`src/rtl/dbus_pkg.sv`:
```
// dbus_pkg: shared types, size codes and strobe helper for the data-side AXI bridge
package dbus_pkg;
    typedef enum logic [2:0] {IDLE, RADDR, RDATA, WREQ, WRESP} dbus_state_t;
    localparam logic [1:0] SZ_BYTE = 2'd0;
    localparam logic [1:0] SZ_HALF = 2'd1;
    localparam logic [1:0] SZ_WORD = 2'd2;
    function automatic logic [3:0] gen_wstrb(input logic [1:0] size, input logic [1:0] addr_lo);
        return size == SZ_BYTE ? 4'b0001 << addr_lo :
               size == SZ_HALF ? 4'b0011 << addr_lo : 4'b1111;
    endfunction
endpackage

```
`src/rtl/dbus_axi_bridge_if.sv`:
```
// dbus_axi_bridge_if: single-ID AXI3 master channel bundle for the data bridge
interface dbus_axi_bridge_if;
    logic [3:0]  arid;
    logic [31:0] araddr;
    logic [3:0]  arlen;
    logic [2:0]  arsize;
    logic [1:0]  arburst;
    logic        arvalid;
    logic        arready;
    logic [31:0] rdata;
    logic        rvalid;
    logic        rready;
    logic [3:0]  awid;
    logic [31:0] awaddr;
    logic [3:0]  awlen;
    logic [2:0]  awsize;
    logic [1:0]  awburst;
    logic        awvalid;
    logic        awready;
    logic [3:0]  wid;
    logic [31:0] wdata;
    logic [3:0]  wstrb;
    logic        wlast;
    logic        wvalid;
    logic        wready;
    logic        bvalid;
    logic        bready;
    modport master (
        output arid, araddr, arlen, arsize, arburst, arvalid, rready,
        output awid, awaddr, awlen, awsize, awburst, awvalid,
        output wid, wdata, wstrb, wlast, wvalid, bready,
        input  arready, rdata, rvalid, awready, wready, bvalid
    );
    modport slave (
        input  arid, araddr, arlen, arsize, arburst, arvalid, rready,
        input  awid, awaddr, awlen, awsize, awburst, awvalid,
        input  wid, wdata, wstrb, wlast, wvalid, bready,
        output arready, rdata, rvalid, awready, wready, bvalid
    );
endinterface

```
`src/rtl/dbus_axi_bridge.sv`:
```
// dbus_axi_bridge: one-outstanding SRAM-like data port to single-beat AXI3 master
module dbus_axi_bridge
    import dbus_pkg::*;
#(
    parameter logic [3:0] AXI_ID = 4'd1
) (
    input  logic                clk,
    input  logic                rst,
    input  logic                data_req,
    input  logic                data_wr,
    input  logic [1:0]          data_size,
    input  logic [31:0]         data_addr,
    input  logic [31:0]         data_wdata,
    output logic                data_addr_ok,
    output logic                data_data_ok,
    output logic [31:0]         data_rdata,
    dbus_axi_bridge_if.master   axi
);
    dbus_state_t state_q, state_d;
    logic [31:0] addr_q, wdata_q;
    logic [1:0]  size_q;
    logic [3:0]  wstrb_q;
    logic        aw_done_q, w_done_q;
    logic        aw_fin, w_fin, rd_done, wr_done;
    assign aw_fin  = aw_done_q | axi.awready;
    assign w_fin   = w_done_q | axi.wready;
    assign rd_done = state_q == RDATA && axi.rvalid;
    assign wr_done = state_q == WRESP && axi.bvalid;
    assign data_addr_ok = !rst && state_q == IDLE && data_req;
    assign data_data_ok = !rst && (rd_done || wr_done);
    assign data_rdata   = (!rst && rd_done) ? axi.rdata : '0;
    assign axi.arid    = AXI_ID;
    assign axi.arlen   = 4'd0;
    assign axi.arburst = 2'b01;
    assign axi.araddr  = addr_q;
    assign axi.arsize  = {1'b0, size_q};
    assign axi.arvalid = state_q == RADDR;
    assign axi.rready  = state_q == RDATA;
    assign axi.awid    = AXI_ID;
    assign axi.awlen   = 4'd0;
    assign axi.awburst = 2'b01;
    assign axi.awaddr  = addr_q;
    assign axi.awsize  = {1'b0, size_q};
    assign axi.awvalid = state_q == WREQ && !aw_done_q;
    assign axi.wid     = AXI_ID;
    assign axi.wdata   = wdata_q;
    assign axi.wstrb   = wstrb_q;
    assign axi.wlast   = 1'b1;
    assign axi.wvalid  = state_q == WREQ && !w_done_q;
    assign axi.bready  = state_q == WRESP;
    // next state: one transaction at a time, stores wait for both AW and W handshakes
    always_comb begin
        state_d = state_q;
        case (state_q)
            IDLE:    state_d = data_req ? (data_wr ? WREQ : RADDR) : IDLE;
            RADDR:   state_d = axi.arready ? RDATA : RADDR;
            RDATA:   state_d = axi.rvalid ? IDLE : RDATA;
            WREQ:    state_d = (aw_fin && w_fin) ? WRESP : WREQ;
            WRESP:   state_d = axi.bvalid ? IDLE : WRESP;
            default: state_d = IDLE;
        endcase
    end
    // state, captured request and per-channel done flags
    always_ff @(posedge clk) begin
        if (rst) begin
            state_q   <= IDLE;
            addr_q    <= '0;
            wdata_q   <= '0;
            size_q    <= '0;
            wstrb_q   <= '0;
            aw_done_q <= 1'b0;
            w_done_q  <= 1'b0;
        end else begin
            state_q   <= state_d;
            aw_done_q <= state_q == WREQ && state_d == WREQ && aw_fin;
            w_done_q  <= state_q == WREQ && state_d == WREQ && w_fin;
            if (state_q == IDLE && data_req) begin
                addr_q  <= data_addr;
                wdata_q <= data_wdata;
                size_q  <= data_size;
                wstrb_q <= gen_wstrb(data_size, data_addr[1:0]);
            end
        end
    end
endmodule

```
`src/flat_wrapper.sv`:
```
// flat-port wrapper written by rule: the top's interface ports become plain ports
module dbus_axi_bridge_flat import dbus_pkg::*;
#(
    parameter logic [3:0] AXI_ID = 4'd1
)
  (clk, rst, data_req, data_wr, data_size, data_addr, data_wdata, data_addr_ok, data_data_ok, data_rdata, axi_arid, axi_araddr, axi_arlen, axi_arsize, axi_arburst, axi_arvalid, axi_rready, axi_awid, axi_awaddr, axi_awlen, axi_awsize, axi_awburst, axi_awvalid, axi_wid, axi_wdata, axi_wstrb, axi_wlast, axi_wvalid, axi_bready, axi_arready, axi_rdata, axi_rvalid, axi_awready, axi_wready, axi_bvalid);
  dbus_axi_bridge_if axi_i ();
  input  logic clk;
  input  logic rst;
  input  logic data_req;
  input  logic data_wr;
  input  logic [1:0] data_size;
  input  logic [31:0] data_addr;
  input  logic [31:0] data_wdata;
  output logic data_addr_ok;
  output logic data_data_ok;
  output logic [31:0] data_rdata;
  output wire logic [$bits(axi_i.arid)-1:0] axi_arid;
  output wire logic [$bits(axi_i.araddr)-1:0] axi_araddr;
  output wire logic [$bits(axi_i.arlen)-1:0] axi_arlen;
  output wire logic [$bits(axi_i.arsize)-1:0] axi_arsize;
  output wire logic [$bits(axi_i.arburst)-1:0] axi_arburst;
  output wire logic [$bits(axi_i.arvalid)-1:0] axi_arvalid;
  output wire logic [$bits(axi_i.rready)-1:0] axi_rready;
  output wire logic [$bits(axi_i.awid)-1:0] axi_awid;
  output wire logic [$bits(axi_i.awaddr)-1:0] axi_awaddr;
  output wire logic [$bits(axi_i.awlen)-1:0] axi_awlen;
  output wire logic [$bits(axi_i.awsize)-1:0] axi_awsize;
  output wire logic [$bits(axi_i.awburst)-1:0] axi_awburst;
  output wire logic [$bits(axi_i.awvalid)-1:0] axi_awvalid;
  output wire logic [$bits(axi_i.wid)-1:0] axi_wid;
  output wire logic [$bits(axi_i.wdata)-1:0] axi_wdata;
  output wire logic [$bits(axi_i.wstrb)-1:0] axi_wstrb;
  output wire logic [$bits(axi_i.wlast)-1:0] axi_wlast;
  output wire logic [$bits(axi_i.wvalid)-1:0] axi_wvalid;
  output wire logic [$bits(axi_i.bready)-1:0] axi_bready;
  input wire logic [$bits(axi_i.arready)-1:0] axi_arready;
  input wire logic [$bits(axi_i.rdata)-1:0] axi_rdata;
  input wire logic [$bits(axi_i.rvalid)-1:0] axi_rvalid;
  input wire logic [$bits(axi_i.awready)-1:0] axi_awready;
  input wire logic [$bits(axi_i.wready)-1:0] axi_wready;
  input wire logic [$bits(axi_i.bvalid)-1:0] axi_bvalid;
  assign axi_arid = axi_i.arid;
  assign axi_araddr = axi_i.araddr;
  assign axi_arlen = axi_i.arlen;
  assign axi_arsize = axi_i.arsize;
  assign axi_arburst = axi_i.arburst;
  assign axi_arvalid = axi_i.arvalid;
  assign axi_rready = axi_i.rready;
  assign axi_awid = axi_i.awid;
  assign axi_awaddr = axi_i.awaddr;
  assign axi_awlen = axi_i.awlen;
  assign axi_awsize = axi_i.awsize;
  assign axi_awburst = axi_i.awburst;
  assign axi_awvalid = axi_i.awvalid;
  assign axi_wid = axi_i.wid;
  assign axi_wdata = axi_i.wdata;
  assign axi_wstrb = axi_i.wstrb;
  assign axi_wlast = axi_i.wlast;
  assign axi_wvalid = axi_i.wvalid;
  assign axi_bready = axi_i.bready;
  assign axi_i.arready = axi_arready;
  assign axi_i.rdata = axi_rdata;
  assign axi_i.rvalid = axi_rvalid;
  assign axi_i.awready = axi_awready;
  assign axi_i.wready = axi_wready;
  assign axi_i.bvalid = axi_bvalid;
  dbus_axi_bridge #(.AXI_ID(AXI_ID)) u_core (.clk(clk), .rst(rst), .data_req(data_req), .data_wr(data_wr), .data_size(data_size), .data_addr(data_addr), .data_wdata(data_wdata), .data_addr_ok(data_addr_ok), .data_data_ok(data_data_ok), .data_rdata(data_rdata), .axi(axi_i));
endmodule
```
`config.mk`:
```
export PLATFORM = sky130hd
export DESIGN_NAME = dbus_axi_bridge_flat
export DESIGN_NICKNAME = d
export VERILOG_FILES = /design/src/rtl/dbus_pkg.sv /design/src/rtl/dbus_axi_bridge_if.sv /design/src/rtl/dbus_axi_bridge.sv /design/src/flat_wrapper.sv
export SDC_FILE = /design/constraint.sdc
export NUM_CORES = 1
export LEC_CHECK = 0
export CORE_MARGIN = 5
export CORE_UTILIZATION = 30
export CTS_CLUSTER_SIZE = 28
export DETAILED_ROUTE_END_ITERATION = 8
export HOLD_SLACK_MARGIN = 0.1
export MAX_ROUTING_LAYER = met4
export PLACE_DENSITY_LB_ADDON = 0.12
export SYNTH_ARGS = -nofsm -noshare
export SYNTH_HDL_FRONTEND = slang
export SYNTH_SLANG_ARGS = --single-unit
```
`constraint.sdc`:
```
create_clock -name clk -period 1.7 [get_ports clk]
set_input_delay 0.17 -clock clk [delete_from_list [all_inputs] [get_ports clk]]
set_output_delay 0.17 -clock clk [all_outputs]
set_load 0.005 [all_outputs]
```
### Word level (Yosys, flattened, before mapping)

Cells that the tools add are included.
Widths: inputs -> output; s select.

* equality and inequality tests: 6
* shift operators: 2
* multiplexer cells: 10
* bitwise logic cells: 2
* reductions and logical operators: 19

Operator list (number)
* $mux 32: 1
* $pmux 3 s5: 1
* $logic_and 1x1->1: 13
* $eq 3x2->1 const B: 3
* $mux 3: 3
* $mux 4: 2
* $mux 2: 3
* $shl 1x2->4 const A: 1
* $shl 2x2->4 const A: 1
* $eq 3x1->1 const B: 1
* $eq 3x3->1 const B: 1
* $logic_not 1->1: 3
* $logic_not 3->1: 1
* $eq 2x1->1 const B: 1
* $logic_not 2->1: 1
* $or 1x1->1: 2
* $logic_or 1x1->1: 1

* bits in registers: 75
* output and inout bits: 170
* logic and storage cells: 46

### Longest topological paths before layout

Gate-level depths: netlist (run 1).

* word-level depth: 7
* mapped depth: 7

### Worst setup path before layout (run 1)

No wires, ideal clock.

* kind: register to register
* start point: register u_core.state_q[2]
* end point: register u_core.addr_q[0], in the netlist u_core.axi.araddr[0]
* setup time: 0.132 ns
* arrival: 1.404 ns
* required time: 1.568 ns
* slack: 0.164 ns
* cell stages (with the launch flop): 8
* clock period less this slack: 1.536 ns
* cells stage by stage: dfxtp_1 > buf_6 > or4b_1 > buf_2 > buf_6 > buf_6 > nand2_1 > a21oi_1

* cells in the longest elaborated chain, start to end: 2

Ends and longest elaborated chain
* start, declared: RTL line dbus_axi_bridge.sv:19 `dbus_state_t state_q, state_d;`
* start signal, assigned: RTL line dbus_axi_bridge.sv:74 `state_q <= state_d;`
* $logic_not 3->1: RTL line dbus_axi_bridge.sv:77 `if (state_q == IDLE && data_req) begin`
* $logic_and 1x1->1: RTL line dbus_axi_bridge.sv:77
* end signal, assigned: RTL line dbus_axi_bridge.sv:78 `addr_q <= data_addr;`
* end, declared: RTL line dbus_axi_bridge.sv:20 `logic [31:0] addr_q, wdata_q;`

Every way passes these cells.
A chain may end at the register's enable or synchronous reset.

### Final worst setup path (run 1)

* start point: register u_core.state_q[2]
* end point: output port data_rdata[14]

* cells in the longest elaborated chain, start to end: 4

Ends and longest elaborated chain
* $eq 3x2->1: RTL line dbus_axi_bridge.sv:27 `assign rd_done = state_q == RDATA && axi.rvalid;`
* $logic_and 1x1->1: RTL line dbus_axi_bridge.sv:27
* $logic_and 1x1->1: RTL line dbus_axi_bridge.sv:31 `assign data_rdata = (!rst && rd_done) ? axi.rdata : '0;`
* $mux 32: RTL line dbus_axi_bridge.sv:31
* end, declared: RTL line flat_wrapper.sv:17 `output logic [31:0] data_rdata;`

Every way passes these cells.

==> results of run 1 <==
[per-stage QoR]
stage               std cells  area (um^2)
finish                    826         6520
global placement          792         5770
global route              826         6520
detailed placement        792         5770
floorplan                 475         3570
CTS                       819         6320
[power groups by stage]
stage	sequential [mW]	combinational [mW]	clock, mW
5_1_grt	2.00	1.45	2.09
2_1_floorplan	2.02	0.505	0
3_3_place_gp	2.02	1.16	0
6_report	1.98	1.33	1.94
4_1_cts	1.99	1.22	2.00
3_5_place_dp	2.02	1.17	0
[final timing paths]
| kind | startpoint | end | slack, ns |
|---|---|---|---|
| hold / removal | rst | u_core.axi.wstrb[1]$_SDFFE_PP0P_ | 0.30 |
| hold reg to reg | u_core.axi.wdata[30]$_SDFFE_PP0P_ | u_core.axi.wdata[30]$_SDFFE_PP0P_ | 0.46 |
| setup reg to reg | u_core.state_q[0]$_SDFF_PP0_ | u_core.axi.wdata[22]$_SDFFE_PP0P_ | -0.02 |
| setup / recovery | u_core.state_q[2]$_SDFF_PP0_ | data_rdata[14] | -0.12 |
[sequential cells by signal (all words and copies together) (netlist names)]
register	count
u_core.w_done_q	1
u_core.aw_done_q	1
u_core.axi.wstrb	4
u_core.axi.araddr	32
u_core.size_q	2
u_core.axi.wdata	32
u_core.state_q	3
[critical path, delay by kind of cell (launching register included)]
family	cells	cell delay (ns)
and+or+nand+nor	3	0.54
buffers and inverters	4	0.41
DFF	1	0.36
[layer usage]
layer | GRT usage | vias up
li1 | - | 1807
met1 | 0.205 | 1649
met2 | 0.309 | 150
met3 | 0.0461 | 12
met4 | 0.0516 | 0
met5 | - | -
[logic make-up after synthesis]
| logic type | Yosys count | share of synthesized area |
|---|---|---|
| AO/OA/AOI/OAI | 81 | 0.122 |
| adder cells (fa/ha/maj) | 4 | 0.0144 |
| buffers and inverters | 95 | 0.181 |
| flip-flops | 75 | 0.432 |
| multiplexers | 2 | 0.00576 |
| other | 2 | 0.00216 |
| AND/OR/NAND/NOR | 191 | 0.243 |
[synthesized netlist by cell type]
library cell | n | share of area
inv_1 | 5 | 0.0054
or4b_1 | 1 | 0.0029
nor3_1 | 4 | 0.0058
and3_1 | 1 | 0.0018
buf_2 | 12 | 0.017
a31o_2 | 1 | 0.0025
clkbuf_1 | 13 | 0.014
nor3b_1 | 2 | 0.0043
o21ai_0 | 6 | 0.0086
nor4b_1 | 1 | 0.0025
nor2_1 | 8 | 0.0086
nand3b_1 | 2 | 0.0043
nand2b_1 | 2 | 0.0036
and2_1 | 33 | 0.059
a31oi_1 | 4 | 0.0072
mux2i_1 | 2 | 0.0058
buf_6 | 4 | 0.013
o22ai_1 | 1 | 0.0018
a21oi_1 | 67 | 0.096
nor2b_1 | 2 | 0.0036
ha_1 | 4 | 0.014
conb_1 | 2 | 0.0022
nand2_1 | 134 | 0.14
a2bb2oi_1 | 1 | 0.0025
dfxtp_1 | 75 | 0.43
nand3_1 | 1 | 0.0014
buf_4 | 61 | 0.13
a211o_1 | 1 | 0.0025
[cell usage in the layout, fill, tap and decap left out, types with 2 or more instances in the layout]
cell type / netlist / routed
clkdlybuf4s50_1: 0 / 209
nand2_1: 134 / 134
buf_12: 0 / 3
nor2b_1: 2 / 2
inv_6: 0 / 2
nand3b_1: 2 / 2
and2_4: 0 / 27
o21ai_0: 6 / 6
inv_1: 5 / 5
conb_1: 2 / 27
ha_1: 4 / 4
nor2_1: 8 / 7
and2_1: 33 / 6
buf_4: 61 / 15
buf_16: 0 / 4
buf_2: 12 / 7
dlygate4sd2_1: 0 / 5
nor3_1: 4 / 2
a21oi_1: 67 / 67
mux2i_1: 2 / 2
clkbuf_16: 0 / 13
buf_6: 4 / 35
nand2b_1: 2 / 2
dfxtp_4: 0 / 2
a31oi_1: 4 / 4
dfxtp_1: 75 / 72
[area by class of cell]
cell class                      count  share of cell area
Tap cell                          143              0.0274
Timing Repair Buffer              282               0.452
Sequential cell                    75               0.232
Clock buffer                       11              0.0372
Multi-Input combinational cell    305               0.239
Clock inverter                      5             0.00921
Inverter                            5             0.00288
[repair_timing]
action / 4_1_cts / 5_1_grt
cloned: 4 / 5
setup endpoints to repair: 106 / 51
resized for setup: 201 / 24
buffers inserted: 7 / 4
pin swaps: 31 / 7
==> impl_results.md, run 1 <==
- Critical path class: flip-flop to output pin
- Yosys warns: 0
- Max Root-Sink Buffers: 2
- DIE AREA: around 14,000 um^2
- Wire per inst: ~16 um
- Clock net sink count: 75
- CTS root buf: clkbuf_16
- Critical Path End Type: output pin
- DR top layer: met4
- Internal power: about 4 mW
- Die X: roughly 120 um
- All-Layer GR Usage: 0.179
- Metal-1 WL: about 5500 um
- Hold Crit Class: input port to flip-flop
- Share of cells above drive strength 1: 0.177
- Fmax: 551 MHz
- PD cells: just over 800 nW/um^2
- Remaining antenna violation count: 0
- Worst slew pin tran: between 0.7 and 0.8 ns
- Mapped cell area: roughly 3500 um^2
- Leakage: roughly 2.7 nW
- Comb pwr share: 0.253
- Vias in the first global route: around 3.7k
- First-pass GRT wire length: roughly 20,000 um
- Worst-Skew Late Latency: 0.33 ns
- Largest net degree at the start of global routing: a little under 70
- Inserted Clock Buffers: 9
- Initial antenna violation count: 0
- Max Transition Viols Final: 0
- Multi-input combinational cell area: roughly 1600 um^2
- Reg area: about 1500 um^2
- Final hold vios: 0
- Hold Slack: approximately 0.3 ns
- Power, Total: roughly 5.3 mW
- Routed WL: approximately 13,000 um
- Switching Share: 0.257
- Yosys cell types: 28
- Clock skew: about 0.0082 ns
- Reg power frac: 0.378
- Crit path required time: 1.53 ns
- Vias/cell: approximately 4.4
- Slew headroom: 0.510
- Cell with the most instances on the worst path: buf_6
- PortBufs: between 200 and 250
- Critical path arrival: approximately 1.7 ns
- H-tree depth: 3
- Clock-pin slew on the worst setup and hold paths: roughly 0.06 ns
- Nets: roughly 790
- Final core occ: 0.573
- GPL Wtd Cong: about 0.77
- CP cell instances: nor3b_4, and3_4, buf_12, buf_16, buf_6, and2_4, buf_6
- Hold_buf cts: 0
- WL met3: about 810 um
- Critical path launch point type: flip-flop
- Yosys reg bits: 75
- Gr ovfl total: 0
- Crit share post-route: 1.07
- Initial Utilization: 0.306
- Die H: 118 um
- Slowest CP cell: dfxtp_4
- Drt drc: 0
- Dpl ws: -0.393 ns
- Status: finished, violations left
- Clk pwr share: 0.369
- Mapped Cells: 450
- Ports: 277
- TritonRoute pass-1 iters: 4
- Final setup viols: 50
- Routed vias: 3,618
- Post-synthesis sequential area ratio: 0.432
- Critical path's largest stage delay: around 0.36 ns
- Filler instances: around 1.0k
- Failing checks: setup timing
- DR iter-0 viols: roughly 220
- Setup ws final: -0.116 ns
- Max-cap viol count: 0
- Max VDD drop: roughly 500 uV
- Core area: around 11,000 um^2
- Hold depth: 5
- Crit-path max FO: 7
- ANT cells: 0
- Layout area overhead: 87.5%
- Sw power: between 1 and 1.5 mW
- Core Rows: 39
- CTS tree: yes
- RSZ-0062 raised after global routing: true
- Mean Syn Cell Area: 7.73 um^2
- Setup TNS: -1.58 ns
- WL met2: ~6700 um
- Worst r2r path cells: 6
- Minimum clock period: between 1.5 and 2 ns
- HPWL after detailed placement: ~9100 um
Power figures use the tool's default switching activity.
==> run 2, diff against run 1 <==
--- a/config.mk
+++ b/config.mk
@@ -7,11 +7,12 @@
 export LEC_CHECK = 0
 export CORE_MARGIN = 5
 export CORE_UTILIZATION = 30
+export CTS_CLUSTER_DIAMETER = 100
 export CTS_CLUSTER_SIZE = 28
 export DETAILED_ROUTE_END_ITERATION = 8
 export HOLD_SLACK_MARGIN = 0.1
 export MAX_ROUTING_LAYER = met4
-export PLACE_DENSITY_LB_ADDON = 0.12
+export PLACE_DENSITY = 0.8
 export SYNTH_ARGS = -nofsm -noshare
 export SYNTH_HDL_FRONTEND = slang
 export SYNTH_SLANG_ARGS = --single-unit
==> run 2 against run 1 <==
  * The run still ends with setup timing left
  * Via count down 1.0%
  * Power down 4.0%
  * Global-route usage down 1.3 points
  * Largest cell class unchanged
  * Combinational power fell by 9%
  * Non-clock buffer count is 6 lower
  * Sequential share of layout area is 0.81 points higher
  * Highest routed layer unchanged
  * Critical path type unchanged
  * Clock-buffer cell count is 1 lower
  * Clock power decreased by 4%
  * Sequential cell count stayed put
  * Critical path depth is the same
  * Cell count shrank 0.73%
  * Sequential power barely moved
==> impl_results.md, run 2 (synthesis results as in run 1) <==
- Status: finished, violations left
- Failing checks: setup timing
- Max Transition Viols Final: 0
- H-tree depth: 3
- Gr ovfl total: 0
- Worst slew pin tran: between 0.7 and 0.8 ns
- Setup TNS: -0.558 ns
- Critical path arrival: ~1.6 ns
- Critical path class: flip-flop to output pin
- Clock-pin slew on the worst setup and hold paths: 0.06 ns
- Fmax: 563 MHz
- Final hold vios: 0
- Ports: around 280
- Clock skew: about 0.0053 ns
- Vias in the first global route: roughly 3.6k
- RSZ-0062 raised after global routing: true
- First-pass GRT wire length: 18,600 um
- CTS root buf: clkbuf_16
- Clk pwr share: 0.367
- PortBufs: 249
- HPWL after detailed placement: just over 9000 um
- Max VDD drop: roughly 650 uV
- R2R Setup Slk: 0.11 ns
- Setup ws final: -0.0751 ns
- Clock net sink count: 75
- Die H: between 100 and 150 um
- CP cell instances: nor3b_2, and3_4, buf_6, buf_12, buf_6, and2_4, buf_6
- Worst r2r src: u_core.state_q[2]$_SDFF_PP0_
- DR iter-0 viols: between 100 and 150
- Critical path launch point type: flip-flop
- Commonest non-fill, non-tap cell in the layout: clkdlybuf4s50_1
- RR Endpoint: u_core.axi.wstrb[0]$_SDFFE_PP0P_
- Crit-path max FO: 8
- DIE AREA: between 10,000 and 15,000 um^2
- Final setup viols: 28
- Reg power frac: 0.393
- Power, Total: ~5.0 mW
- Grt met2 use: 0.294
- Cell with the most instances on the worst path: buf_6
- Crit share post-route: 1.04
- Worst r2r path cells: 4
- Crit path required time: ~1.5 ns
- TritonRoute pass-1 iters: 4
- Max-cap viol count: 0
- Top Usage Layer GRT: met2
- Slowest CP cell: dfxtp_2
- ANT cells: 0
- Remaining antenna violation count: 0
- Internal power: around 3.8 mW
- Filler instances: roughly 1.0k
- Worst setup path start: u_core.state_q[2]$_SDFF_PP0_
- Routing usage on met1: 0.179
- Core area: roughly 11,000 um^2
- CTS tree: yes
- Final core occ: 0.552
- Core Rows: 39
- Worst-Skew Late Latency: 0.32 ns
- Minimum clock period: roughly 1.8 ns
- Max Root-Sink Buffers: 2
- Cell area after layout: 6280 um^2
- Global Route met3 Usage: 0.0567
- Die X: approximately 120 um
- Slew headroom: 0.528
- Share of cells above drive strength 1: 0.162
- Routed vias: roughly 3.6k
- Largest net degree at the start of global routing: slightly below 70
- Worst Setup EP: data_rdata[3]
- Wire per inst: 14.7 um
- Leakage: between 2 and 3 nW
- Switching Share: 0.253
- Drt drc: 0
- Critical Path End Type: output pin
- Layout area overhead: 80.6%
- PD cells: about 800 nW/um^2
- Commonest cells after routing, fill and taps aside: clkdlybuf4s50_1, nand2_1, dfxtp_1, a21oi_1
- Sw power: ~1.3 mW
- Initial Utilization: 0.306
- Initial antenna violation count: 0
- Hold Crit Class: input port to flip-flop
- GPL Wtd Cong: between 0.7 and 0.8
- All-Layer GR Usage: 0.166
- Vias/cell: roughly 4.4
- Nets: roughly 800
- Placed Instance Area: roughly 5800 um^2
- Inserted Clock Buffers: 9
- Comb pwr share: 0.239
- Critical path's largest stage delay: between 0.3 and 0.4 ns
- Routed WL: ~12,000 um
- Hold_buf cts: 0
-- run 2: per-stage QoR --
stage / instances / worst slack (ns) / hold WS [ns]
after floorplan: 475 / 0.164 / 0.306
after global placement: 792 / -0.598 / 0.441
after detailed placement: 792 / -0.603 / 0.448
after CTS: 818 / -0.131 / 0.318
after global routing: 820 / -0.136 / 0.336
final: 820 / -0.0751 / 0.322
-- run 2: worst min-delay path by stage --
stage	start	endpoint	cells past startpoint
final	rst	u_core.axi.wstrb[2]$_SDFFE_PP0P_	5
after global routing	rst	u_core.axi.wstrb[1]$_SDFFE_PP0P_	5
after CTS	rst	u_core.axi.wstrb[1]$_SDFFE_PP0P_	5
after detailed placement	u_core.axi.wdata[3]$_SDFFE_PP0P_	u_core.axi.wdata[3]$_SDFFE_PP0P_	2
after global placement	u_core.axi.wdata[3]$_SDFFE_PP0P_	u_core.axi.wdata[3]$_SDFFE_PP0P_	2
after floorplan	data_wdata[0]	u_core.axi.wdata[0]$_SDFFE_PP0P_	2
-- run 2: worst max-delay path: cells and delay by family, from the launching register on --
family	cells	cell delay, ns
buffers and inverters	4	0.40
DFF	1	0.33
and+or+nand+nor	3	0.54
-- run 2: cell type report --
type / count / area, um^2 / area share
Inverter: 5 / 18.8 / 0.00299
Tap cell: 143 / 179 / 0.0285
Clock buffer: 10 / 229 / 0.0365
Clock inverter: 6 / 65.1 / 0.0104
Timing Repair Buffer: 276 / 2750 / 0.437
Sequential cell: 75 / 1510 / 0.240
Multi-Input combinational cell: 305 / 1540 / 0.245
-- run 2: routing by layer --
metal	routed length [um]	vias up
li1	-	1794
met1	4680	1622
met2	6400	160
met3	919	6
met4	75	0
met5	0	-
-- run 2: power by group through the flow --
stage	registers (mW)	logic, mW	clock network, mW
6_report	1.99	1.21	1.86
5_1_grt	2.00	1.32	2.00
4_1_cts	1.99	1.20	1.92
3_5_place_dp	2.02	1.17	0
3_3_place_gp	2.01	1.14	0
2_1_floorplan	2.02	0.505	0
-- run 2: timing repair --
item / 4_1_cts / 5_1_grt
pin swaps: 15 / 17
endpoints found under the hold margin: 0 / 0
buffers inserted: 7 / 2
endpoints found under the setup margin: 106 / 65
gates cloned: 3 / 0
gates resized for setup: 168 / 37
